## src/rtl/hazard_scoreboard_pkg.sv

```systemverilog
// Shared constants for the ID-stage hazard scoreboard: register index
// widths used by decode/WB and the scoreboard sizing defaults.
package hazard_scoreboard_pkg;

    // Register index widths, identical to the core's decode fields.
    localparam int RS1_WIDTH = 5;
    localparam int RS2_WIDTH = 5;
    localparam int RD_WIDTH  = 5;

    // Scoreboard sizing defaults.
    localparam int SB_NUM_REGS     = 32;
    localparam int SB_CNT_W        = 2;
    localparam int SB_MAX_INFLIGHT = 4;

    // Width needed to hold 0..max_inflight inclusive.
    function automatic int sb_inf_width(input int max_inflight);
        return (max_inflight < 1) ? 1 : $clog2(max_inflight + 1);
    endfunction

    localparam int SB_INF_W = sb_inf_width(SB_MAX_INFLIGHT);

endpackage

```

## src/rtl/hazard_scoreboard_counter.sv

```systemverilog
// sb_counter: per-register saturating up/down counter of outstanding
// long-latency writes. inc and dec together leave the count unchanged;
// an inc at full or a dec at zero is dropped (the top reports the error).
module sb_counter
    import hazard_scoreboard_pkg::*;
#(
    parameter int CNT_W = SB_CNT_W
) (
    input  logic clk,
    input  logic rst,
    input  logic inc,
    input  logic dec,
    output logic zero,
    output logic full
);

    localparam logic [CNT_W-1:0] CNT_MAX = {CNT_W{1'b1}};

    logic [CNT_W-1:0] cnt_reg;
    logic [CNT_W-1:0] cnt_next;

    // Next-count selection: saturate in both directions, hold on inc+dec.
    always_comb begin
        cnt_next = cnt_reg;
        if (inc && !dec && (cnt_reg != CNT_MAX)) begin
            cnt_next = cnt_reg + 1'b1;
        end else if (dec && !inc && (cnt_reg != '0)) begin
            cnt_next = cnt_reg - 1'b1;
        end
    end

    // Count register, cleared by synchronous reset.
    always_ff @(posedge clk) begin
        if (rst) begin
            cnt_reg <= '0;
        end else begin
            cnt_reg <= cnt_next;
        end
    end

    assign zero = (cnt_reg == '0);
    assign full = (cnt_reg == CNT_MAX);

endmodule

```

## src/rtl/hazard_scoreboard.sv

```systemverilog
// hazard_scoreboard: tracks destination registers of issued long-latency
// writers (loads, multi-cycle ops) and stalls ID while a decoding
// instruction reads, or WAW-overwrites, one still in flight. Write-back of
// a tracked register releases it for the ID check on the following cycle.
//
// Event bookkeeping:
//   - track  : issue_fire & write_reg_id & long_lat_id & rd_id != 0
//   - retire : wb_valid & rd_wb != 0
//   - A track and a retire to the same register in one cycle cancel out:
//     no counter moves, inflight_cnt is unchanged and no error is raised.
//   - Otherwise a retire of an idle register, or a track that would
//     overflow its counter or the global in-flight limit, is dropped and
//     sets the sticky sb_err. A retire in the same cycle makes room for a
//     track when the global limit is reached.
//   - inflight_cnt always equals the sum of all per-register counters.
module hazard_scoreboard
    import hazard_scoreboard_pkg::*;
#(
    parameter int NUM_REGS     = SB_NUM_REGS,
    parameter int CNT_W        = SB_CNT_W,
    parameter int MAX_INFLIGHT = SB_MAX_INFLIGHT
) (
    input  logic                                   clk,
    input  logic                                   rst,
    input  logic                                   issue_valid,
    input  logic [RS1_WIDTH-1:0]                   rs1_id,
    input  logic [RS2_WIDTH-1:0]                   rs2_id,
    input  logic                                   rs1_used,
    input  logic                                   rs2_used,
    input  logic [RD_WIDTH-1:0]                    rd_id,
    input  logic                                   write_reg_id,
    input  logic                                   long_lat_id,
    input  logic                                   issue_fire,
    input  logic                                   wb_valid,
    input  logic [RD_WIDTH-1:0]                    rd_wb,
    output logic                                   stall_id,
    output logic [$clog2(MAX_INFLIGHT+1)-1:0]      inflight_cnt,
    output logic                                   sb_err
);

    localparam int INF_W = $clog2(MAX_INFLIGHT + 1);
    localparam logic [INF_W-1:0] INF_MAX = INF_W'(MAX_INFLIGHT);

    // Per-register status flags. Entry 0 is x0: permanently idle.
    logic [NUM_REGS-1:0] zero_vec;
    logic [NUM_REGS-1:0] full_vec;

    logic [INF_W-1:0] inflight_reg;
    logic [INF_W-1:0] inflight_next;
    logic             err_reg;
    logic             err_next;

    logic track_ev;
    logic retire_ev;
    logic pair_ev;
    logic track_ok;
    logic retire_ok;
    logic track_bad;
    logic retire_bad;
    logic inf_full;

    logic rs1_busy;
    logic rs2_busy;
    logic rd_block;

    assign zero_vec[0] = 1'b1;
    assign full_vec[0] = 1'b0;

    // Raw events as seen on the decode and write-back ports.
    assign track_ev  = issue_fire && write_reg_id && long_lat_id && (rd_id != '0);
    assign retire_ev = wb_valid && (rd_wb != '0);
    assign pair_ev   = track_ev && retire_ev && (rd_id == rd_wb);
    assign inf_full  = (inflight_reg == INF_MAX);

    // Decide which events actually change state this cycle.
    always_comb begin
        retire_ok  = 1'b0;
        track_ok   = 1'b0;
        retire_bad = 1'b0;
        track_bad  = 1'b0;
        if (!pair_ev) begin
            retire_ok  = retire_ev && !zero_vec[rd_wb];
            track_ok   = track_ev && !full_vec[rd_id] && (!inf_full || retire_ok);
            retire_bad = retire_ev && !retire_ok;
            track_bad  = track_ev && !track_ok;
        end
    end

    // One saturating counter per architectural register except x0.
    generate
        for (genvar gi = 1; gi < NUM_REGS; gi++) begin : g_reg_cnt
            logic inc_g;
            logic dec_g;

            assign inc_g = track_ok  && (rd_id == RD_WIDTH'(gi));
            assign dec_g = retire_ok && (rd_wb == RD_WIDTH'(gi));

            sb_counter #(
                .CNT_W (CNT_W)
            ) u_cnt (
                .clk  (clk),
                .rst  (rst),
                .inc  (inc_g),
                .dec  (dec_g),
                .zero (zero_vec[gi]),
                .full (full_vec[gi])
            );
        end
    endgenerate

    // Global in-flight count and sticky error, next-state values.
    always_comb begin
        inflight_next = inflight_reg;
        if (track_ok && !retire_ok) begin
            inflight_next = inflight_reg + 1'b1;
        end else if (retire_ok && !track_ok) begin
            inflight_next = inflight_reg - 1'b1;
        end
        err_next = err_reg || retire_bad || track_bad;
    end

    // Global in-flight count and sticky error registers.
    always_ff @(posedge clk) begin
        if (rst) begin
            inflight_reg <= '0;
            err_reg      <= 1'b0;
        end else begin
            inflight_reg <= inflight_next;
            err_reg      <= err_next;
        end
    end

    // Hazard check from registered state only: a write-back in this same
    // cycle does not release the register until the next cycle.
    always_comb begin
        rs1_busy = rs1_used && !zero_vec[rs1_id];
        rs2_busy = rs2_used && !zero_vec[rs2_id];
        rd_block = write_reg_id && long_lat_id && (rd_id != '0)
                   && (full_vec[rd_id] || inf_full);
        stall_id = issue_valid && (rs1_busy || rs2_busy || rd_block);
    end

    assign inflight_cnt = inflight_reg;
    assign sb_err       = err_reg;

endmodule

```

## config.mk

```make
export PLATFORM = sky130hd
export DESIGN_NAME = hazard_scoreboard
export DESIGN_NICKNAME = d
export VERILOG_FILES = /design/src/rtl/hazard_scoreboard_pkg.sv /design/src/rtl/hazard_scoreboard_counter.sv /design/src/rtl/hazard_scoreboard.sv
export SDC_FILE = /design/constraint.sdc
export NUM_CORES = 1
export LEC_CHECK = 0
export ABC_CLOCK_PERIOD_IN_PS = 3530
export CAP_MARGIN = 20
export CORE_AREA = 10 10 131 133
export DETAILED_ROUTE_END_ITERATION = 12
export DIE_AREA = 0 0 141 143
export PLACE_DENSITY = 0.68
export SLEW_MARGIN = 20
export SYNTH_ARGS = -nofsm -noshare
export SYNTH_HDL_FRONTEND = slang
export SYNTH_HIERARCHICAL = 1
export SYNTH_SLANG_ARGS = --single-unit
```

## constraint.sdc

```tcl
create_clock -name clk -period 3.53 [get_ports clk]
set_input_delay 0.353 -clock clk [delete_from_list [all_inputs] [get_ports clk]]
set_output_delay 0.353 -clock clk [all_outputs]
set_load 0.05 [all_outputs]
```

==> metrics.yaml <==
synth_edf_count: 0
grt_max_degree: 37
synthCells: 725
cp.required_ns: 3.81
synth_cell_types: 62
largest_reg_flops: 62
die_area_mm2: 0.0202
rsz0062_at_grt: "false"
ios: 34
placedInstanceArea_mm2: 0.00729
syn_to_final_growth_pct: 18.8
grt_pass1_wl_mm: 31.4
slew_headroom_pct: 61.9
dp_hpwl_mm: 14.8
htree_levels: 3
drt_pass1_iterations: 5
post_cts_buffers: 0
overflow: 0
port_buffers: 33
drv_slew: 0
hp-class: "reg2reg"
worst_hold_slack_ns: 0.509
multi_input_area_mm2: 0.00490
synth-seq-cells: 66
postCtsResizedCells: 0
rr_startpoint: "g_reg_cnt[20].u_cnt/cnt_reg[0]$_SDFFE_PP0P_"
startpoint: "g_reg_cnt[20].u_cnt/cnt_reg[0]$_SDFFE_PP0P_"
fillers: 1318
min_period_ns: 3.48
synth_async_sr_flop_share_pct: 0
syn-cell-area_mm2: 0.00641
synth-simple-area-share_pct: 34.9
worstHoldStart: "g_reg_cnt[14].u_cnt/cnt_reg[0]$_SDFFE_PP0P_"
yosys.area.top_type: "dfxtp_1"
path_class: "reg2reg"
status: "finished, final reports clean"
clk_pin_slew_worst_paths_ns: 0.06
grt_usage_pct: 19.3
synth_area_per_cell_um2: 8.85
seq_area_mm2: 0.00132
synth_mux_area_share_pct: 11.6
reg2reg_to: "inflight_cnt[2]$_SDFFE_PP0P_"
drive_gt1_share_pct: 32.0
core_area_mm2: 0.0144
antennaDiodeCount: 0
synthAdderAreaFrac_pct: 0.507
setup_viol: 0
cp_cell_sequence: "nor2_1 > mux2i_1 > mux4_2 > a311o_1 > buf_4 > o211ai_2 > ha_1 > inv_1 > fa_1 > xor2_1 > or3_1 > a21oi_1"
synth_top_flop_cell: "dfxtp_1"
die_h_um: 143
ff2ff_path_depth: 12
tightestPinTransition_ns: 0.571
tns_ns: 0
cap_violations: 0
fin_ws_ns: 0.0489
holdPathEnd: "g_reg_cnt[14].u_cnt/cnt_reg[0]$_SDFFE_PP0P_"
cts_sinks: 66
initial_core_util_pct: 44.5
antenna_left: 0
die_w_um: 141
nNetsFinal: 826
cp_max_fo: 5
yosys-top-cells-area: "dfxtp_1 21%, mux4_2 8.4%, a221oi_2 7.3%, a2111oi_2 6.8%, nor2_1 4.4%"
irDropWorstVdd_mv: 0.254
routedWlPerCell_um: 20.0
hold_depth: 1
cpPeakStageDelay_ns: 0.47
p_leak_nw: 2.34
fmax_mhz: 287
via_per_inst: 6.26
synth_most_common_cell: "nor2_1"
synth_nets: 756
synthTopCellsByCount: "75 x nor2_1, 69 x nand2_1, 66 x dfxtp_1"
cts_root_buf: "clkbuf_16"
place.gp.congestion: 0.967
critPathCaptureType: "flop"
cts_buffers: 9
place_ws_ns: -0.290
final-hold-violation-count: 0
synth_xor_area_share_pct: 0.956
r2r_slack_ns: 0.05
arrival_ns: 3.76
route.detailed.drc: 0
cts_hold_buffers: 0
fin_area_mm2: 0.00762
yosysSeqAreaShare_pct: 20.6
cts_buffer_depth: 2
placementRows: 44
clkLatencyLatePin_ns: 0.35
grt_pass1_vias: 5993
skew_ns: 0.00631
drt-initial-drc-count: 660
p_per_area_mw_per_mm2: 267
cts_tree: "done"
yosysTopAreaCellShare_pct: 20.6
synth_compound_area_share_pct: 27.7
crit_slowest_cell: "mux4_2"
totalPowerFinal_w: 0.00203
wl_mm: 19.7
route.vias.total: 6159
fin_crit_sh_pct: 98.6
start_kind: "flop"
synth_top_family_by_area: "simple AND/OR/NAND/NOR gates"
yosysWarnings: 6
antenna_found_initial: 0
==> cells by family (layout without fill, tap and decap cells) <==
family	Yosys count	after routing
and+or+nand+nor	376	376
AOI/OAI and AO/OA	186	186
DFF	66	66
muxes	44	44
buffers and inverters	44	119
xor gates and xnor gates	7	7
adders and majority gates	2	2
==> final cells by class <==
| class | instances | share of cell area, % |
|---|---|---|
| clock buffers | 14 | 3.46 |
| clock inverters | 2 | 0.460 |
| inverters | 3 | 0.148 |
| well taps | 184 | 3.02 |
| repair buffers | 100 | 11.4 |
| flip-flops and latches | 66 | 17.3 |
| multi-input cells | 615 | 64.2 |
==> power breakdown <==
group	internal, W	switching (W)	total [W]	leakage [nW]
logic	0.000125	0.000210	0.000335	1.67
registers	0.000751	0.00000914	0.000760	0.532
clock network	0.000585	0.000352	0.000937	0.147
==> routing by layer <==
layer | vias to the layer above | global-route usage (%) | share of wire, %
met5 | - | 0 | 0
met4 | 0 | 8.75 | 2.8
met3 | 41 | 3.65 | 7.1
met2 | 239 | 32.2 | 48
met1 | 3009 | 23.6 | 42
li1 | 2870 | - | -
==> cell usage in the layout, fill, tap and decap left out, types with 3 or more instances in the layout <==
cell type and count:
clkbuf_16 9, nor4_2 14, a21oi_1 35, buf_12 3, nand2b_1 31, and3b_1 3
a221o_1 3, mux4_2 24, nor2b_1 8, and2b_1 31, nor4b_1 3, nand2_1 69
or3_1 3, a2111oi_2 29, a221oi_2 31, buf_4 65, o21ai_2 31, inv_1 3
clkbuf_1 3, or2b_2 31, nor2_1 72, xnor2_1 5, clkdlybuf4s50_1 30, dfxtp_1 66
and2_1 36, mux2i_1 17, nand3b_1 36, nor3_1 17, mux2_2 3, nand3_1 7
o21ai_0 33
==> worst max-delay path by stage <==
stage | to | slack [ns] | cells after the start
5_1_grt | g_reg_cnt[15].u_cnt/cnt_reg[0]$_SDFFE_PP0P_ | 0.0009 | 11
4_1_cts | g_reg_cnt[17].u_cnt/cnt_reg[0]$_SDFFE_PP0P_ | 0.06 | 12
6_report | inflight_cnt[2]$_SDFFE_PP0P_ | 0.05 | 12
2_1_floorplan | inflight_cnt[2]$_SDFFE_PP0P_ | 0.23 | 13
3_5_place_dp | g_reg_cnt[17].u_cnt/cnt_reg[0]$_SDFFE_PP0P_ | -0.29 | 12
3_3_place_gp | g_reg_cnt[17].u_cnt/cnt_reg[0]$_SDFFE_PP0P_ | -0.23 | 12
==> worst max-delay path: cells and delay by family (launching register included) <==
kind,cells,cell delay [ns]
multiplexers,2,0.60
flip-flops,1,0.34
AND/OR/NAND/NOR,2,0.72
buffers and inverters,2,0.23
AO/OA/AOI/OAI,3,0.79
adder cells (fa/ha/maj),2,0.58
XOR/XNOR,1,0.16
==> metrics by stage <==
stage	cells	util (%)
after global placement	968	50.6
final	984	52.9
after global routing	984	52.9
after floorplan	725	-
after CTS	984	52.6
after detailed placement	968	50.6
No activity file was read; power rests on OpenSTA's default activity.
